<file path="src/rtl/disp_writer_if.sv">
// disp_writer_if: request handshake plus display-bus outputs of disp_writer.
// The slave modport is the writer; the master modport is the requesting host.
interface disp_writer_if;
  logic        req_valid;
  logic        req_ready;
  logic [15:0] req_digits;
  logic [3:0]  req_dp;
  logic [3:0]  req_mask;
  logic [7:0]  ctrl;
  logic        busy;
  logic        done;

  modport master (
    output req_valid,
    output req_digits,
    output req_dp,
    output req_mask,
    input  req_ready,
    input  ctrl,
    input  busy,
    input  done
  );

  modport slave (
    input  req_valid,
    input  req_digits,
    input  req_dp,
    input  req_mask,
    output req_ready,
    output ctrl,
    output busy,
    output done
  );
endinterface

</file>
<file path="src/rtl/disp_writer.sv">
// disp_writer: serialises masked 4-digit updates into strobed writes on the 8-bit ctrl bus.
// Defining DISP_WRITER_BCD_EN adds a 14-cycle binary-to-BCD front end (CONV state).
module disp_writer #(
  parameter int unsigned STB_LEN = 4,
  parameter int unsigned GAP_LEN = 2
) (
  input logic          clk,
  input logic          rst,
  disp_writer_if.slave io_bus
);

`ifdef DISP_WRITER_BCD_EN
  typedef enum logic [2:0] {StIdle, StConv, StSetup, StStrobe, StGap, StDone} state_e;
  localparam logic [7:0] CONV_LAST = 8'd13;
`else
  typedef enum logic [2:0] {StIdle, StSetup, StStrobe, StGap, StDone} state_e;
`endif
  localparam logic [7:0] STB_LAST = 8'(STB_LEN - 1);
  localparam logic [7:0] GAP_LAST = 8'(GAP_LEN - 1);

  state_e      r_state;
  state_e      w_state_next;
  logic [7:0]  r_cnt;
  logic [7:0]  w_cnt_next;
  logic [1:0]  r_slot;
  logic [3:0]  r_mask;
  logic [3:0]  r_dp;
  logic [15:0] r_digits;
  logic [7:0]  r_ctrl;
  logic [7:0]  w_ctrl_next;
  logic        r_busy;
  logic        r_done;
  logic        r_ready;
  logic        w_busy_next;
  logic        w_done_next;
  logic        w_ready_next;
  logic        w_accept;
  logic [3:0]  w_src_mask;
  logic [2:0]  w_search_from;
  logic        w_slot_found;
  logic [1:0]  w_slot_sel;
  logic [3:0]  w_nibble;

  assign w_accept      = io_bus.req_valid && r_ready;
  assign w_src_mask    = w_accept ? io_bus.req_mask : r_mask;
  assign w_search_from = (r_state == StGap) ? ({1'b0, r_slot} + 3'd1) : 3'd0;
  assign w_nibble      = r_digits[{r_slot, 2'b00} +: 4];

  // Lowest enabled slot at or above w_search_from; a 3-bit start of 4 means none left.
  always_comb begin
    w_slot_found = 1'b0;
    w_slot_sel   = 2'd0;
    for (int i = 3; i >= 0; i--) begin
      if (w_src_mask[i] && (3'(i) >= w_search_from)) begin
        w_slot_found = 1'b1;
        w_slot_sel   = 2'(i);
      end
    end
  end

`ifdef DISP_WRITER_BCD_EN
  logic [13:0] r_bin;
  logic [13:0] w_bin_sat;
  logic [15:0] w_bcd_adj;
  logic [15:0] w_bcd_shift;

  assign w_bin_sat = (io_bus.req_digits > 16'd9999) ? 14'd9999 : io_bus.req_digits[13:0];

  // One double-dabble step: add 3 to every nibble >= 5, then shift in the next binary bit.
  always_comb begin
    w_bcd_adj = r_digits;
    for (int i = 0; i < 4; i++) begin
      if (r_digits[4*i +: 4] >= 4'd5) begin
        w_bcd_adj[4*i +: 4] = r_digits[4*i +: 4] + 4'd3;
      end
    end
    w_bcd_shift = (w_bcd_adj << 1) | {15'd0, r_bin[13]};
  end
`endif

  // State and registered outputs
  always_ff @(posedge clk or posedge rst) begin
    if (rst) begin
      r_state <= StIdle;
      r_ctrl  <= 8'h80;
      r_busy  <= 1'b0;
      r_done  <= 1'b0;
      r_ready <= 1'b0;
    end else begin
      r_state <= w_state_next;
      r_ctrl  <= w_ctrl_next;
      r_busy  <= w_busy_next;
      r_done  <= w_done_next;
      r_ready <= w_ready_next;
    end
  end

  always_comb begin
    w_state_next = r_state;
    unique case (r_state)
      StIdle, StDone: begin
        if (w_accept) begin
`ifdef DISP_WRITER_BCD_EN
          w_state_next = StConv;
`else
          w_state_next = w_slot_found ? StSetup : StDone;
`endif
        end else begin
          w_state_next = StIdle;
        end
      end
`ifdef DISP_WRITER_BCD_EN
      StConv: begin
        if (r_cnt == CONV_LAST) w_state_next = w_slot_found ? StSetup : StDone;
      end
`endif
      StSetup:  w_state_next = StStrobe;
      StStrobe: if (r_cnt == STB_LAST) w_state_next = StGap;
      StGap: begin
        if (r_cnt == GAP_LAST) w_state_next = w_slot_found ? StSetup : StDone;
      end
      default:  w_state_next = StIdle;
    endcase
  end

  // Outputs lag the state by one register stage; ctrl[6:0] is frozen from SETUP onwards.
  always_comb begin
    w_ctrl_next  = 8'h80;
    w_busy_next  = 1'b0;
    w_done_next  = 1'b0;
    w_ready_next = 1'b0;
    unique case (r_state)
      StIdle: w_ready_next = !w_accept;
`ifdef DISP_WRITER_BCD_EN
      StConv: w_busy_next = 1'b1;
`endif
      StSetup: begin
        w_busy_next = 1'b1;
        w_ctrl_next = {1'b1, r_slot, r_dp[r_slot], w_nibble};
      end
      StStrobe: begin
        w_busy_next = 1'b1;
        w_ctrl_next = {1'b0, r_ctrl[6:0]};
      end
      StGap: begin
        w_busy_next = 1'b1;
        w_ctrl_next = {1'b1, r_ctrl[6:0]};
      end
      StDone: begin
        w_done_next  = 1'b1;
        w_ready_next = !w_accept;
      end
      default: ;
    endcase
  end

  assign w_cnt_next = (w_state_next != r_state) ? 8'd0 : (r_cnt + 8'd1);

  always_ff @(posedge clk or posedge rst) begin
    if (rst) begin
      r_cnt    <= 8'd0;
      r_slot   <= 2'd0;
      r_mask   <= 4'd0;
      r_dp     <= 4'd0;
      r_digits <= 16'd0;
`ifdef DISP_WRITER_BCD_EN
      r_bin    <= 14'd0;
`endif
    end else begin
      r_cnt <= w_cnt_next;
      if (w_state_next == StSetup) r_slot <= w_slot_sel;
      if (w_accept) begin
        r_mask <= io_bus.req_mask;
        r_dp   <= io_bus.req_dp;
`ifdef DISP_WRITER_BCD_EN
        r_digits <= 16'd0;
        r_bin    <= w_bin_sat;
`else
        r_digits <= io_bus.req_digits;
`endif
      end
`ifdef DISP_WRITER_BCD_EN
      else if (r_state == StConv) begin
        r_digits <= w_bcd_shift;
        r_bin    <= r_bin << 1;
      end
`endif
    end
  end

  assign io_bus.ctrl      = r_ctrl;
  assign io_bus.busy      = r_busy;
  assign io_bus.done      = r_done;
  assign io_bus.req_ready = r_ready;

endmodule

</file>
<file path="src/flat_wrapper.sv">
// flat-port wrapper written by rule: the top's interface ports become plain ports
module disp_writer_flat 
#(
  parameter int unsigned STB_LEN = 4,
  parameter int unsigned GAP_LEN = 2
)
  (clk, rst, io_bus_req_valid, io_bus_req_digits, io_bus_req_dp, io_bus_req_mask, io_bus_req_ready, io_bus_ctrl, io_bus_busy, io_bus_done);
  disp_writer_if io_bus_i ();
  input logic clk;
  input logic rst;
  input wire logic [$bits(io_bus_i.req_valid)-1:0] io_bus_req_valid;
  input wire logic [$bits(io_bus_i.req_digits)-1:0] io_bus_req_digits;
  input wire logic [$bits(io_bus_i.req_dp)-1:0] io_bus_req_dp;
  input wire logic [$bits(io_bus_i.req_mask)-1:0] io_bus_req_mask;
  output wire logic [$bits(io_bus_i.req_ready)-1:0] io_bus_req_ready;
  output wire logic [$bits(io_bus_i.ctrl)-1:0] io_bus_ctrl;
  output wire logic [$bits(io_bus_i.busy)-1:0] io_bus_busy;
  output wire logic [$bits(io_bus_i.done)-1:0] io_bus_done;
  assign io_bus_i.req_valid = io_bus_req_valid;
  assign io_bus_i.req_digits = io_bus_req_digits;
  assign io_bus_i.req_dp = io_bus_req_dp;
  assign io_bus_i.req_mask = io_bus_req_mask;
  assign io_bus_req_ready = io_bus_i.req_ready;
  assign io_bus_ctrl = io_bus_i.ctrl;
  assign io_bus_busy = io_bus_i.busy;
  assign io_bus_done = io_bus_i.done;
  disp_writer #(.STB_LEN(STB_LEN), .GAP_LEN(GAP_LEN)) u_core (.clk(clk), .rst(rst), .io_bus(io_bus_i));
endmodule
</file>
<file path="config.mk">
export PLATFORM = sky130hd
export DESIGN_NAME = disp_writer_flat
export DESIGN_NICKNAME = d
export VERILOG_FILES = /design/src/rtl/disp_writer_if.sv /design/src/rtl/disp_writer.sv /design/src/flat_wrapper.sv
export SDC_FILE = /design/constraint.sdc
export NUM_CORES = 1
export LEC_CHECK = 0
export ABC_CLOCK_PERIOD_IN_PS = 2080
export CORE_MARGIN = 4
export CORE_UTILIZATION = 53
export DETAILED_ROUTE_END_ITERATION = 6
export GPL_TIMING_DRIVEN = 0
export PLACE_DENSITY = 0.85
export SKIP_LAST_GASP = 1
export SLEW_MARGIN = 20
export SYNTH_ARGS = -nofsm -noshare
export SYNTH_HDL_FRONTEND = slang
export SYNTH_SLANG_ARGS = --single-unit
</file>
<file path="constraint.sdc">
create_clock -name clk -period 2.08 [get_ports clk]
set_input_delay 0.312 -clock clk [delete_from_list [all_inputs] [get_ports clk]]
set_output_delay 0.312 -clock clk [all_outputs]
set_load 0.05 [all_outputs]
</file>
* Word-level counts from Yosys, hierarchy flattened
Index checks and enable logic that the tools add are counted.
** Storage, ports and cells
- Flip-flop bits (word level) :: 48
- Bits in latches :: 0
- RAM bits :: 0
- ROM bits :: 0
- Input port bits :: 27
- Output and inout bits :: 11
- Logic and storage cells :: 61
- Memories :: 0
** Cells by class
- $add $sub $neg :: 2
- Multiply operators :: 0
- Divide/modulo/power cells :: 0
- $lt $le $gt $ge :: 5
- Equality and inequality tests :: 8
- Shifts and indexed selects :: 1
- Muxes and demuxes :: 22
- Bitwise logic cells :: 2
- Reductions and logical operators :: 10
** Operators with widths (number)
- $pmux W8 S3 :: 1
- $shiftx A16 B5 Y4 :: 1
- $mux W3 :: 5
- $pmux W3 S4 :: 1
- $add A8 B1 Y8 const B :: 1
- $eq A8 B1 Y1 const B :: 1
- $eq A8 B2 Y1 const B :: 1
- $mux W1 :: 8
- $mux W2 :: 4
- $mux W8 :: 1
- $eq A3 B1 Y1 const B :: 2
- $eq A3 B2 Y1 const B :: 2
- $ge A1 B3 Y1 const A :: 2
- $ge A2 B3 Y1 const A :: 2
- $logic_and A1 B1 Y1 :: 5
- $mux W4 :: 1
- $add A2 B1 Y3 const B :: 1
- $eq A3 B3 Y1 const B :: 1
- $logic_not A3 Y1 :: 1
- $lt A2 B3 Y1 const B :: 1
- $ne A3 B3 Y1 :: 1
- $reduce_or A3 Y1 :: 1
- $bmux W1 S2 :: 1
- $not A1 Y1 :: 2
- 3 further kinds :: 3

* Logic depth before layout (Yosys ltp)
- Depth after elaboration :: 13
- Mapped depth :: 6
- Gate-level depth less buffers :: 6

* Worst setup path after synthesis
No wires, ideal clock.
- Path type :: reg2reg
- Start point :: reg u_core.r_ready (netlist: u_core.io_bus.req_ready)
- End point :: reg u_core.r_cnt[0]
- Setup time :: 0.139 ns
- Arrival :: 1.924 ns
- Path slack :: 0.017 ns
- Cell stages (with the launch flop) :: 6
- Buffers on the path :: 0
- Clock period less this slack :: 2.063 ns
- Cells stage by stage :: dfrtp_1 nand2_4 a2111oi_4 o22ai_4 o21ai_2 a211oi_1
** On the way
- Word-level cells in the longest chain between the ends :: 12
- Elaborated cells on any way between the ends :: 16
- Classes of those cells :: eq/ne (1); mux (10); reduce/logical (5)
** RTL lines
- start, declared :: line disp_writer.sv:33 : logic r_ready;
- start signal, assigned :: line disp_writer.sv:94 : r_ready <= w_ready_next;
- $logic_and A1 B1 Y1 (*) :: line disp_writer.sv:44 : assign w_accept = io_bus.req_valid && r_ready;
- $mux W4 :: line disp_writer.sv:45 : assign w_src_mask = w_accept ? io_bus.req_mask : r_mask;
- $logic_and A1 B1 Y1 :: line disp_writer.sv:54 : if (w_src_mask[i] && (3'(i) >= w_search_from)) begin
- $mux W1 (4 in series) :: line disp_writer.sv:54
- $mux W3 :: line disp_writer.sv:106, disp_writer.sv:120
- $mux W3 (on tied branches) :: line disp_writer.sv:120, disp_writer.sv:102
- $pmux W3 S4 (*) :: line disp_writer.sv:100 : unique case (r_state)
- $ne A3 B3 Y1 (*) :: line disp_writer.sv:157 : assign w_cnt_next = (w_state_next != r_state) ? 8'd0 : (r_cnt + 8'd1);
- $mux W8 (*) :: line disp_writer.sv:157
- named net u_core.w_cnt_next[0] :: line disp_writer.sv:24 : logic [7:0] w_cnt_next;
- end signal, assigned :: line disp_writer.sv:170 : r_cnt <= w_cnt_next;
- end, declared :: line disp_writer.sv:23 : logic [7:0] r_cnt;
The timed path passes the listed nets; every way through them passes the cells marked *.
A chain may end at the register's enable or synchronous reset.

* Final worst setup path
- Start point :: reg u_core.r_cnt[2]
- End point :: reg u_core.r_cnt[7]
** On the way
- Word-level cells in the longest chain between the ends :: 5
- Elaborated cells on any way between the ends :: 8
- Classes of those cells :: add/sub (1); eq/ne (3); mux (4)
** RTL lines (line)
- $eq A8 B1 Y1 / $eq A8 B2 Y1 (equally long branches) :: disp_writer.sv:120, disp_writer.sv:118
- $mux W3 (on tied branches) :: disp_writer.sv:120, disp_writer.sv:118
- $pmux W3 S4 :: disp_writer.sv:100
- $ne A3 B3 Y1 :: disp_writer.sv:157
- $mux W8 (*) :: disp_writer.sv:157
- named net u_core.w_cnt_next[7] :: disp_writer.sv:24
Marked as above.

==> qor.yml <==
outcome: "complete, no violations"
setup_tns_ns: 0
synth_top_cell_area_share: 0.491
cp-end-kind: "flip-flop"
synth_area_leader_cell: "dfrtp_1"
hpwl_um: 3580
area_growth_pct: 24.9
cts_buffer_depth: 2
ir_worst_vdd_mv: 0.638
slew_viol_final: 0
syn_inst: 231
synth_area_leaders: "dfrtp_1, nand2_1, mux4_2"
cts-root-buf: "clkbuf_8"
dieHeight_um: 75.2
syn_area_sq_mm: 0.00240
drt-total-wl_um: 5090
cts_buffers: 5
initial_core_util: 0.550
antenna_cells: 0
max_freq_mhz: 485
port_buffers: 37
worstSkewPairLatency_ns: 0.30
overflow: 0
ant_nets: 0
use_met2: 0.308
r2r_setup_slack_ns: 0.02
final_cells: 330
startpoint_type: "flip-flop"
pre_cts_slack_ns: -0.388
grt_use_met1: 0.269
arrival_ns: 2.22
ys_top_cells_by_count: "nand2_1, dfrtp_1, nor2_1"
cts_hold_buf: 0
hp-class: "primary input to async pin"
synth_async_sr_flop_share: 1.00
grtUsageTotal: 0.194
ctsHtreeMaxLevel: 2
post-route-util: 0.687
postLayoutSetupSlackWorst_ns: 0.0197
synth_cell_types: 52
grt_pass1_wl_um: 8380
ys_seq_elements: 48
cts.sinks: 48
critPathRequiredTime_ns: 2.24
post-route-min-period_ns: 2.06
ys_warn_count: 0
ys_seq_area_frac: 0.502
dp_cells: 321
path_clk_slew_ns: 0.09
core_sq_mm: 0.00435
synth-edff-count: 0
fin_skew_ns: 0.00601
via_per_inst: 5.75
path_class: "flip-flop to flip-flop"
worstMarginPinSlew_ns: 0.497
worstPathMaxFanout: 8
layout-drive-gt1-share: 0.147
synth_ff_type: "dfrtp_1"
grt_pass1_vias: 1860
powerDensity_mw_per_mm2: 1450
synth.net_count: 261
nets: 307
drc: 0
globalRoute.busiestLayer: "met2"
hold_viol: 0
power.leakage_uw: 0.00134
grt.met3_usage: 0.0334
grt_start_max_net_pins: 34
cts_tree: "built"
drt-wirelength-per-cell_um: 15.4
reg2reg_from: "u_core.r_cnt[2]"
finalSetupViolCount: 0
ios: 38
critPathLaunch: "u_core.r_cnt[2]"
cap_violations: 0
fp.dieW_um: 75.2
design_area_sq_mm: 0.00299
gp_congestion: 0.894
first_iter_violations: 154
post-synth-top-count-cell: "nand2_1"
placed_area_sq_mm: 0.00285
relSlewSlack: 0.667
antenna_found_initial: 0
drt_pass1_iterations: 4
avgSynthCellArea_sq_um: 10.4
dieArea_sq_mm: 0.00566
rows: 24
vias: 1896
fin_crit_sh: 0.991
## layout by cell type (no fill, tap or decap), types with 2 or more instances in the layout
| master | synthesis | routed |
|---|---|---|
| a2111oi_4 | 2 | 2 |
| a211oi_1 | 9 | 9 |
| a21o_1 | 2 | 2 |
| a21oi_1 | 4 | 4 |
| a22oi_1 | 5 | 5 |
| a31oi_1 | 2 | 2 |
| and2_1 | 3 | 3 |
| and2b_1 | 2 | 2 |
| and3_1 | 4 | 4 |
| buf_2 | 2 | 2 |
| clkbuf_1 | 5 | 5 |
| clkbuf_8 | 0 | 6 |
| clkdlybuf4s50_1 | 0 | 36 |
| dfrtp_1 | 47 | 47 |
| ha_1 | 3 | 3 |
| inv_1 | 6 | 5 |
| mux4_2 | 5 | 5 |
| nand2_1 | 65 | 65 |
| nand3_1 | 4 | 3 |
| nor2_1 | 14 | 14 |
| nor3_1 | 4 | 4 |
| o21ai_0 | 4 | 3 |
| o221ai_2 | 2 | 2 |
| or2_2 | 3 | 3 |
| xnor2_1 | 2 | 2 |
| xor2_1 | 4 | 4 |
## report_power, final
group          switching [uW]  internal (uW)  leakage [uW]
clock                     306            393     0.0000614
sequential                289           1330      0.000605
combinational            1190            849      0.000672
total                    1780           2570       0.00134
## critical path: stages, from the launching register on
cell      delay, ns
dfrtp_1        0.43
or4_4          0.56
nor3_4         0.28
nand4_1        0.24
o21ai_4        0.29
a211oi_1       0.13
## layer usage
metal / part of all wire / wire length (um) / vias to the layer above
li1: - / - / 899
met1: 0.44 / 2240 / 940
met2: 0.50 / 2570 / 47
met3: 0.038 / 193 / 10
met4: 0.017 / 89 / 0
met5: 0 / 0 / -
## flip-flops by register name (all words and copies together) (netlist names)
register	count
u_core.io_bus.busy	1
u_core.io_bus.ctrl	8
u_core.io_bus.done	1
u_core.io_bus.req_ready	1
u_core.r_cnt	8
u_core.r_digits	16
u_core.r_dp	4
u_core.r_mask	4
u_core.r_slot	2
u_core.r_state	3
## cell type report
type                    count  area, sq um
fillers                   339         1360
flip-flops and latches     48         1200
multi-input cells         167         1130
repair buffers             39          397
clock buffers               6         82.6
well taps                  52         65.1
plain buffers              10         48.8
clock inverters             2         38.8
inverters                   6         22.5
## per-stage QoR
stage / hold slack, ns / total power (uW)
after detailed placement: 0.461 / 3610
after global placement: 0.454 / 3540
final: 0.296 / 4350
after global routing: 0.330 / 4640
after floorplan: 0.417 / 3080
after CTS: 0.313 / 4350
## logic make-up after synthesis
group	after synthesis	synth area share
muxes	7	0.0580
xor gates and xnor gates	6	0.0219
adders and majority gates	3	0.0157
and+or+nand+nor	110	0.214
AOI/OAI and AO/OA	41	0.159
buffers and inverters	16	0.0298
DFF	48	0.502
## final timing paths
kind | to | cells past startpoint
worst min-delay path | u_core.io_bus.done | 2
worst min register to register | u_core.r_digits[8] | 2
max in group asynchronous | u_core.r_slot[0] | 3
worst max register to register | u_core.r_cnt[7] | 5
min in group clk | u_core.r_digits[8] | 2
worst max-delay path | u_core.r_cnt[7] | 5
## repair_timing
action                                  in CTS  in global routing
endpoints found under the setup margin       9                  7
gates resized for setup                      2                  2
buffers inserted                             0                  1
pin swaps                                    0                  3
Note: power is estimated with default switching activity, not from simulation.
